### config.mk
export PLATFORM = sky130hd
export DESIGN_NAME = m_mem_master
export DESIGN_NICKNAME = d
export VERILOG_FILES = /design/src/rtl/m_mem_master.sv
export SDC_FILE = /design/constraint.sdc
export NUM_CORES = 1
export LEC_CHECK = 0
export CAP_MARGIN = 25
export CORE_UTILIZATION = 40
export DETAILED_ROUTE_END_ITERATION = 10
export HOLD_SLACK_MARGIN = 0.1
export PLACE_DENSITY = 0.7
export SETUP_SLACK_MARGIN = 0.02
export SYNTH_ARGS = -nofsm -noshare
export SYNTH_HDL_FRONTEND = slang
export SYNTH_SLANG_ARGS = --single-unit
### constraint.sdc
create_clock -name clk -period 3.15 [get_ports clk]
set_input_delay 0.63 -clock clk [delete_from_list [all_inputs] [get_ports clk]]
set_output_delay 0.63 -clock clk [all_outputs]
set_load 0.1 [all_outputs]
### src/rtl/m_mem_master.sv
// M-stage data-memory initiator: turns pipeline load/store ops into req/ack bus
// transactions, checks alignment/range, stalls while busy, extends load data.
module m_mem_master #(
    parameter logic [31:0] DM_BASE  = 32'h0000_0000,
    parameter logic [31:0] DM_LIMIT = 32'h0000_2FFF,
    parameter int unsigned TIMEOUT  = 15
) (
    input  logic        clk,
    input  logic        reset,
    input  logic        m_valid,
    input  logic [3:0]  m_op,
    input  logic [31:0] m_addr,
    input  logic [31:0] m_wdata,
    input  logic        m_flush,
    output logic        bus_req,
    output logic        bus_we,
    output logic [31:0] bus_addr,
    output logic [3:0]  bus_be,
    output logic [31:0] bus_wdata,
    input  logic        bus_ack,
    input  logic [31:0] bus_rdata,
    output logic        m_stall,
    output logic [31:0] m_rdata,
    output logic        m_rdata_valid,
    output logic        exc,
    output logic [4:0]  exc_code
);

    typedef enum logic [1:0] {S_IDLE, S_BUSY, S_DONE} state_t;

    localparam logic [3:0]  OP_LW = 4'd1, OP_LH = 4'd2, OP_LHU = 4'd3, OP_LB = 4'd4,
                            OP_LBU = 4'd5, OP_SW = 4'd6, OP_SH = 4'd7, OP_SB = 4'd8;
    localparam logic [31:0] SPAN     = DM_LIMIT - DM_BASE;
    localparam logic [3:0]  TMO_LAST = 4'(TIMEOUT - 1);

    state_t      r_state, w_next;
    logic [3:0]  r_op;
    logic [1:0]  r_lane;
    logic        r_load, r_cancel, r_tmo;
    logic [3:0]  r_cnt;

    logic        w_is_load, w_is_store, w_misaligned, w_out_of_range;
    logic        w_take, w_illegal, w_accept, w_cancel;
    logic [31:0] w_off, w_wdata, w_ext;
    logic [3:0]  w_be;
    logic [15:0] w_half;
    logic [7:0]  w_byte;

    // Decode and legality of the op presented in M.
    assign w_is_load    = (m_op >= OP_LW) && (m_op <= OP_LBU);
    assign w_is_store   = (m_op >= OP_SW) && (m_op <= OP_SB);
    assign w_misaligned = ((m_op == OP_LW || m_op == OP_SW) && m_addr[1:0] != 2'b00) ||
                          ((m_op == OP_LH || m_op == OP_LHU || m_op == OP_SH) && m_addr[0]);
    // Offset from the window base wraps high when addr < DM_BASE, so one compare covers both bounds.
    assign w_off          = m_addr - DM_BASE;
    assign w_out_of_range = w_off > SPAN;

    assign w_take    = (r_state == S_IDLE) && m_valid && (w_is_load || w_is_store) && !m_flush;
    assign w_illegal = w_take && (w_misaligned || w_out_of_range);
    assign w_accept  = w_take && !w_illegal;
    assign w_cancel  = r_cancel || m_flush;

    // NOTE: every signal written in always_comb gets a default first, otherwise a latch is inferred.
    always_comb begin
        w_be    = 4'b1111;
        w_wdata = m_wdata;
        case (m_op)
            OP_SH: begin
                w_be    = 4'b0011 << {m_addr[1], 1'b0};
                w_wdata = {2{m_wdata[15:0]}};
            end
            OP_SB: begin
                w_be    = 4'b0001 << m_addr[1:0];
                w_wdata = {4{m_wdata[7:0]}};
            end
            default: ;
        endcase
    end

    assign w_half = r_lane[1] ? bus_rdata[31:16] : bus_rdata[15:0];
    assign w_byte = bus_rdata[8*r_lane +: 8];

    always_comb begin
        w_ext = bus_rdata;
        case (r_op)
            OP_LH:   w_ext = {{16{w_half[15]}}, w_half};
            OP_LHU:  w_ext = {16'h0, w_half};
            OP_LB:   w_ext = {{24{w_byte[7]}}, w_byte};
            OP_LBU:  w_ext = {24'h0, w_byte};
            default: ;
        endcase
    end

    always_comb begin
        w_next = r_state;
        case (r_state)
            S_IDLE: if (w_accept) w_next = S_BUSY;
            S_BUSY: begin
                // A flushed transaction still waits for its ack, then disappears silently.
                if (bus_ack || r_cnt == TMO_LAST)
                    w_next = w_cancel ? S_IDLE : S_DONE;
            end
            S_DONE:  w_next = S_IDLE;
            default: w_next = S_IDLE;
        endcase
    end

    always_comb begin
        m_stall       = w_accept || (r_state == S_BUSY);
        m_rdata_valid = (r_state == S_DONE) && r_load && !r_tmo;
        exc           = 1'b0;
        exc_code      = 5'd0;
        if (w_illegal) begin
            exc      = 1'b1;
            exc_code = w_is_load ? 5'd4 : 5'd5;
        end else if (r_state == S_DONE && r_tmo) begin
            exc      = 1'b1;
            exc_code = 5'd7;
        end
    end

    // NOTE: sequential state uses non-blocking assignments so every register samples pre-edge values.
    always_ff @(posedge clk) begin
        if (reset) begin
            r_state   <= S_IDLE;
            r_op      <= 4'd0;
            r_lane    <= 2'd0;
            r_load    <= 1'b0;
            r_cancel  <= 1'b0;
            r_tmo     <= 1'b0;
            r_cnt     <= 4'd0;
            bus_req   <= 1'b0;
            bus_we    <= 1'b0;
            bus_addr  <= 32'd0;
            bus_be    <= 4'd0;
            bus_wdata <= 32'd0;
            m_rdata   <= 32'd0;
        end else begin
            r_state <= w_next;
            if (w_accept) begin
                bus_req   <= 1'b1;
                bus_we    <= w_is_store;
                bus_addr  <= {m_addr[31:2], 2'b00};
                bus_be    <= w_be;
                bus_wdata <= w_wdata;
                r_op      <= m_op;
                r_lane    <= m_addr[1:0];
                r_load    <= w_is_load;
                r_cancel  <= 1'b0;
                r_tmo     <= 1'b0;
                r_cnt     <= 4'd0;
            end
            if (r_state == S_BUSY) begin
                if (m_flush) r_cancel <= 1'b1;
                if (bus_ack) begin
                    bus_req <= 1'b0;
                    r_cnt   <= 4'd0;
                    if (r_load && !w_cancel) m_rdata <= w_ext;
                end else if (r_cnt == TMO_LAST) begin
                    bus_req <= 1'b0;
                    r_cnt   <= 4'd0;
                    r_tmo   <= !w_cancel;
                end else begin
                    r_cnt <= r_cnt + 4'd1;
                end
            end
        end
    end

endmodule
# == After elaboration in Yosys (flattened, before gate mapping) ==
# Index checks and enable logic that the tools add are counted.
# op_classes
addsub,1
magnitude_cmp,5
n_eq_ne,15
n_shift,3
muxes,28
reduce_logical,31
# op_table
operator,n
$pmux 32 s4,1
$pmux 32 s2,1
$gt 32x14->1 const B,1
$shiftx 32x6->8,1
$eq 4x2->1 const B,4
$eq 4x3->1 const B,4
$mux 16,1
$mux 4,4
$mux 1,14
$logic_and 1x1->1,13
$logic_or 1x1->1,9
$eq 4x4->1 const B,2
$pmux 4 s2,1
$mux 2,3
$mux 3,2
$add 4x1->4 const B,1
$eq 4x1->1 const B,1
$ge 4x1->1 const B,1
$ge 4x3->1 const B,1
$le 4x3->1 const B,1
$le 4x4->1 const B,1
$logic_not 1->1,4
$ne 2x2->1 const B,2
$pmux 2 s2,1
8 further kinds,9
# totals
regBits,115
inputBits,105
output_inout_bits,110
wordCells,96

# == Longest topological paths before layout ==
# Gate-level depths: netlist of the first run.
# depth
word_depth,13
depth_mapped,7
ltp_nobuf,6

# == Least setup slack after synthesis of the first run ==
# Ideal clock, no wire load.
# synth_path
path_kind,input port to output port
from,input m_op[0]
to,output exc_code[2]
arrival_time_ns,4.274
t_required_ns,2.520
slack_ns,-1.754
path_stages,6
n_path_buf,2
cell_sequence,buf_6 -> or3b_2 -> a211oi_2 -> nor3_1 -> o21ai_0 -> buf_4
# synth_between
elab_chain_cells,8
word_cells_on_any_way,23
cone_classes,order compare: 4; eq/ne: 5; mux: 1; reduce/logical: 13
# synth_lines
element,line_no,rtl
from (decl),11,"input logic [3:0] m_op,"
"parallel branches: the longest is 6 deep, another holds $ge 4x1->1",--,
$logic_and 1x1->1 (*),59,assign w_illegal = w_take && (w_misaligned || w_out_of_range);
$mux 3 (*),113,if (w_illegal) begin
to (decl),26,output logic [4:0] exc_code
# Mark *: on every way between the ends.

# == Final worst setup path of the first run ==
# layout_path
from,input m_op[1]
to,output exc_code[0]
# layout_between
elab_chain_cells,8
word_cells_on_any_way,24
cone_classes,order compare: 4; eq/ne: 5; mux: 2; reduce/logical: 13
# layout_lines
element,line_no
"parallel branches: the longest is 7 deep, another holds $ge 4x1->1",--
$mux 3 (*),113
# Marked as above.

==> flow_summary.yaml, run 1 <==
power_and_ir_drop:
  power_frac_seq: 0.396
  ir_drop_uv: 356.8
  p_total_mw: 3.676
  swShare: 0.2228
  pwr_density_cell_nw_per_um2: 443.2
  intPower_mw: 2.857
  power_switching_mw: 0.8192
  combPwrFrac: 0.095
  leakagePower_nw: 3.529
  p_clk_frac: 0.509
worst_setup_path:
  arrival_ns: 2.46
  slowest_delay_ns: 0.49
  endpoint_kind: "primary output"
  crit_path_cell_trace: "clkdlybuf4s50_1, or3b_2, a211oi_2, nor3_2, o31ai_4, buf_12"
  crit_buf_inv: 2
  rrSetupSlack_ns: 0.92
  critical_path_class: "in2out"
  cp_top_family: "buffers and inverters"
  critPathRequiredTime_ns: 2.52
  r2r-start: "r_state[0]"
  crit_slowest_cell: "or3b_2"
  crit_fanout: 3
  cp-start-kind: "input port"
  worstRegToRegCells: 6
  r2r_end: "bus_addr[5]"
worst_hold_path:
  min_to: "bus_addr[12]"
  min_path_type: "reg2reg"
  whs_path_depth: 2
  min_from: "bus_addr[12]"
timing:
  skew_ns: 0.005493
  finalSetupViolations: 0
  worst_pin_slew_ns: 0.7139
  slew_viol_final: 0
  finalCriticalPeriod_ns: 3.095
  layout_setup_ws_ns: 0.05503
  hold_slack_ns: 0.4594
  finalSetupTns_ns: 0
  finalHoldViolCount: 0
  max_freq_mhz: 323.1
  relSlewSlack: 0.5241
  min_period_over_period: 0.9825
floorplan:
  coreArea_um2: 13450
  pin_count: 215
  dieArea_um2: 14470
  die_height_um: 120.3
  dieWidth_um: 120.3
  fp-row-count: 42
  floorplan.initialDensity: 0.4161
clock_network:
  cts.reportedPaths.clkPinSlew_ns: 0.05
  clk_path_buf_depth: 2
  cts-root-buf: "clkbuf_16"
  tritoncts: "done"
  clk_latency_ns: 0.41
  htree_levels: 4
  cts_buffers: 17
  post-cts-setup-buffer-count: 0
  cts_sinks: 115
  cts_hold_buf: 0
detailed_routing:
  vias: 5486
  wl_um: 17360
  detail-route-antenna-nets: 0
  drc_errors: 0
  routedWlPerCell_um: 16.95
  via_per_inst: 5.357
  drt_iter0_markers: 232
  first_pass_iters: 5
placement:
  gp_congestion: 0.8497
  pre_cts_ws_ns: -0.07361
  io_buffers: 210
  post-dp-hpwl_um: 12670
synth:
  synthFlopType: "dfxtp_1"
  netlist_instances: 634
  synth_cell_types: 59
  async_flop_share: 0
  ys_seq_area_frac: 0.4113
  synth.cell_area_um2: 5598
  postSynthAreaPerCell_um2: 8.829
  synth-edff-count: 0
  ys.warnings.count: 0
  synth_seq_cells: 115
global_route:
  grt_pass1_vias: 5407
  grt_remaining_overflow: 0
  antenna_found_initial: 2
  grt_max_degree: 66
  track_usage: 0.2369
  grt_first_pass_wirelength_um: 26860
final_layout:
  drive_gt1_frac: 0.2417
  final_common_cell: "buf_4"
  antennaDiodeCount: 0
  fin_nets: 942
  postLayoutCoreUtil: 0.6166
  layout_common_cells: "buf_4, dfxtp_1, clkdlybuf4s50_1"
  area_growth_pct: 48.19
flow_run:
  cap_viol_max_count: 0
outcome:
  status: "finished, final reports clean"
logic make-up after synthesis:
| family | synth area share |
|---|---|
| compound gates | 0.1697 |
| fa+ha+maj | 0.004470 |
| buf+inv | 0.05633 |
| flops | 0.4113 |
| mux | 0.1348 |
| other cells | 0.0006699 |
| simple gates | 0.2228 |
power groups by stage:
stage / Sequential [mW] / Combinational (mW) / Clock, mW
floorplan: 1.49 / 0.158 / 0
global placement: 1.49 / 0.345 / 0
detailed placement: 1.49 / 0.349 / 0
CTS: 1.46 / 0.350 / 1.90
global route: 1.45 / 0.374 / 1.97
finish: 1.46 / 0.350 / 1.87
cell usage after synthesis, drive strengths merged, types with 2 or more instances:
| cell type | number | area [um^2] |
|---|---|---|
| ha | 2 | 25.02 |
| nand2b | 6 | 37.54 |
| clkbuf | 38 | 143.9 |
| nor3b | 2 | 15.01 |
| buf | 22 | 152.7 |
| or3b | 4 | 35.03 |
| o32ai | 2 | 17.52 |
| a21oi | 27 | 135.1 |
| nand3b | 4 | 30.03 |
| nor2b | 22 | 137.6 |
| nor4b | 3 | 32.53 |
| nor4 | 5 | 31.28 |
| nand4b | 2 | 17.52 |
| a21o | 4 | 30.03 |
| or4 | 2 | 15.01 |
| a311oi | 6 | 52.55 |
| o21ai | 34 | 170.2 |
| a2bb2oi | 8 | 70.07 |
| inv | 5 | 18.77 |
| nor3 | 5 | 25.02 |
| and2 | 7 | 43.79 |
| a22o | 7 | 61.31 |
| dfxtp | 115 | 2302 |
| mux2i | 51 | 510.5 |
| and3 | 26 | 162.7 |
| nor2 | 41 | 153.9 |
| a211oi | 34 | 260.3 |
| mux2 | 16 | 221.5 |
| or3 | 4 | 25.02 |
| a221oi | 2 | 17.52 |
| o31ai | 2 | 28.78 |
| nand3 | 15 | 80.08 |
| nand2 | 93 | 349.1 |
| o22ai | 2 | 12.51 |
area by class of cell:
class	count	area (um^2)
clock buffers	23	478.0
clock inverters	9	103.9
fillers	1171	5157
inverters	5	18.77
multi-input cells	457	3038
flip-flops and latches	115	2302
well taps	176	220.2
repair buffers	239	2135
per-stage QoR:
step / cells / instance area [um^2]
after floorplan: 637 / 5635
after global placement: 992 / 7709
after CTS: 1024 / 8290
after global routing: 1024 / 8295
after detailed placement: 992 / 7709
final: 1024 / 8295
state kept, by name, indices dropped and copies added (netlist names):
name and cells:
bus_wdata 32, m_rdata 32, bus_addr 30, bus_be 4, r_cnt 4, r_op 4
r_lane 2, r_state 2, bus_req 1, bus_we 1, r_cancel 1, r_load 1
r_tmo 1
layer usage:
metal / global-route usage / vias to the layer above / wire length [um] / share of wire
li1: - / 2660 / - / -
met1: 0.2717 / 2587 / 7180 / 0.41
met2: 0.4052 / 215 / 8398 / 0.48
met3: 0.07972 / 24 / 1491 / 0.086
met4: 0.09105 / 0 / 285 / 0.016
met5: 0 / - / 0 / 0
worst register-to-register path: cells and delay by family, from the launching register on:
family,cells,cell delay (ns)
and+or+nand+nor,3,0.98
buffers and inverters,2,0.58
muxes,1,0.25
DFF,1,0.35
worst max-delay path by stage:
stage	from	slack [ns]	end	depth (start not counted)
final	m_op[1]	0.06	exc_code[0]	6
after global routing	m_op[1]	-0.006	exc	6
after CTS	m_op[1]	0.05	exc_code[0]	6
after detailed placement	m_op[0]	-0.07	m_stall	7
after global placement	m_op[0]	-0.03	exc_code[0]	6
after floorplan	m_op[0]	-0.34	exc_code[2]	6
timing repair:
item | in CTS | in global routing
gates resized for setup | 3 | 1
pin swaps | 1 | 0
setup endpoints to repair | 4 | 3
(Power assumes the default switching activity.)
==> run 2: changes to the inputs <==
CORE_UTILIZATION = 44   (was 40)
PLACE_DENSITY = 0.76   (was 0.7)
==> flow_summary.yaml, run 2 (synthesis results as in run 1) <==
worst_setup_path:
  critical_path_class: "in2out"
  worstRegToRegCells: 4
  critPathRequiredTime_ns: 2.52
  endpoint_kind: "primary output"
  rrSetupSlack_ns: 0.92
  arrival_ns: 2.41
  crit_fanout: 2
  r2r-start: "r_op[2]"
  r2r_end: "m_rdata[1]"
  cp-start-kind: "input port"
power_and_ir_drop:
  ir_drop_uv: 334.0
  combPwrFrac: 0.096
  p_total_mw: 3.725
  pwr_density_cell_nw_per_um2: 444.8
  intPower_mw: 2.865
  leakagePower_nw: 3.554
  swShare: 0.2310
  p_clk_frac: 0.513
  power_frac_seq: 0.391
  power_switching_mw: 0.8605
final_layout:
  area_growth_pct: 49.62
  layout_common_cells: "buf_4, dfxtp_1, clkdlybuf4s50_1"
  final_common_cell: "buf_4"
  drive_gt1_frac: 0.2529
  fin_nets: 944
  postLayoutCoreUtil: 0.6859
  reg.largest.list: "bus_wdata x32, m_rdata x32, bus_addr x30"
  antennaDiodeCount: 0
global_route:
  grt_remaining_overflow: 0
  track_usage: 0.2667
  grt_first_pass_wirelength_um: 27270
  grt_max_degree: 75
  antenna_found_initial: 0
  grt_pass1_vias: 5450
worst_hold_path:
  min_to: "bus_wdata[0]"
  min_path_type: "reg2reg"
  min_from: "bus_wdata[0]"
  whs_path_depth: 2
detailed_routing:
  wl_um: 17230
  routedWlPerCell_um: 16.93
  detail-route-antenna-nets: 0
  via_per_inst: 5.398
  first_pass_iters: 5
  vias: 5495
  drt_iter0_markers: 294
  drc_errors: 0
placement:
  gp_congestion: 0.8947
  post-dp-hpwl_um: 12540
  io_buffers: 210
timing:
  finalSetupTns_ns: 0
  finalSetupViolations: 0
  slew_viol_final: 0
  max_freq_mhz: 329.2
  finalHoldViolCount: 0
  min_period_over_period: 0.9643
  finalCriticalPeriod_ns: 3.037
  worst_pin_slew_ns: 0.6913
  relSlewSlack: 0.5392
  skew_ns: 0.007043
  grt_setup_unrepaired: "no"
flow_run:
  cap_viol_max_count: 0
floorplan:
  dieWidth_um: 114.8
  floorplan.initialDensity: 0.4584
  coreArea_um2: 12210
  dieArea_um2: 13180
  fp-row-count: 40
  pin_count: 215
  die_height_um: 114.8
clock_network:
  cts_buffers: 17
  cts_sinks: 115
  post-cts-setup-buffer-count: 0
  htree_levels: 4
  cts_hold_buf: 0
  cts.reportedPaths.clkPinSlew_ns: 0.05
  cts-root-buf: "clkbuf_16"
  clk_path_buf_depth: 2
  clk_latency_ns: 0.41
  tritoncts: "done"
outcome:
  status: "finished, final reports clean"
==> run 2: repair_timing <==
item,CTS,global route
gates resized for setup,6,5
endpoints found under the setup margin,4,4
pin swaps,1,0
==> run 2: metrics by stage <==
stage / setup WS (ns) / cells / hold WS [ns] / cell area [um^2]
floorplan: -0.3422 / 637 / 0.4467 / 5635
global placement: -0.01434 / 985 / 0.4453 / 7719
detailed placement: -0.06770 / 985 / 0.4508 / 7719
CTS: 0.03716 / 1017 / 0.4636 / 8322
global route: 0.04699 / 1018 / 0.4785 / 8376
finish: 0.1125 / 1018 / 0.4587 / 8376
==> run 2: power by group through the flow <==
stage	combinational [mW]	clock, mW	sequential (mW)
2_1_floorplan	0.158	0	1.49
5_1_grt	0.383	2.01	1.45
4_1_cts	0.351	1.94	1.46
3_5_place_dp	0.349	0	1.49
3_3_place_gp	0.344	0	1.49
6_report	0.359	1.91	1.46
==> run 2: critical path: stages <==
cell	delay, ns
clkdlybuf4s50_1	0.44
nor4_2	0.31
o211ai_1	0.16
or4_4	0.57
nand2_2	0.11
buf_12	0.19
==> run 2: layer usage <==
metal	global-route usage	share of wire	wire [um]
met1	0.3063	0.41	7048
met2	0.4505	0.48	8326
met3	0.1002	0.089	1526
met4	0.1048	0.019	331
met5	0	0	0
==> run 2: how the worst max path moves through the flow <==
stage,from,to,slack [ns],cells after the start
4_1_cts,m_valid,m_stall,0.04,6
2_1_floorplan,m_op[0],exc_code[2],-0.34,6
3_3_place_gp,m_op[0],exc_code[0],-0.01,6
5_1_grt,m_addr[16],m_stall,0.05,6
3_5_place_dp,m_op[0],exc_code[0],-0.07,6
6_report,m_addr[16],m_stall,0.11,6
==> run 2: cell type report <==
| cell class | count | area [um^2] |
|---|---|---|
| tap | 168 | 210.2 |
| inverter | 5 | 18.77 |
| fill | 1011 | 3836 |
| sequential | 115 | 2302 |
| timing repair buffer | 241 | 2180 |
| multi-input combinational | 457 | 3068 |
| clock buffer | 20 | 466.7 |
| clock inverter | 12 | 130.1 |
==> run 3: changes to the inputs <==
CTS_BUF_LIST = sky130_fd_sc_hd__clkbuf_8 sky130_fd_sc_hd__clkbuf_16   (was default)
==> results of run 3 <==
The final DEF is identical to that of run 2; final timing and power are the same.
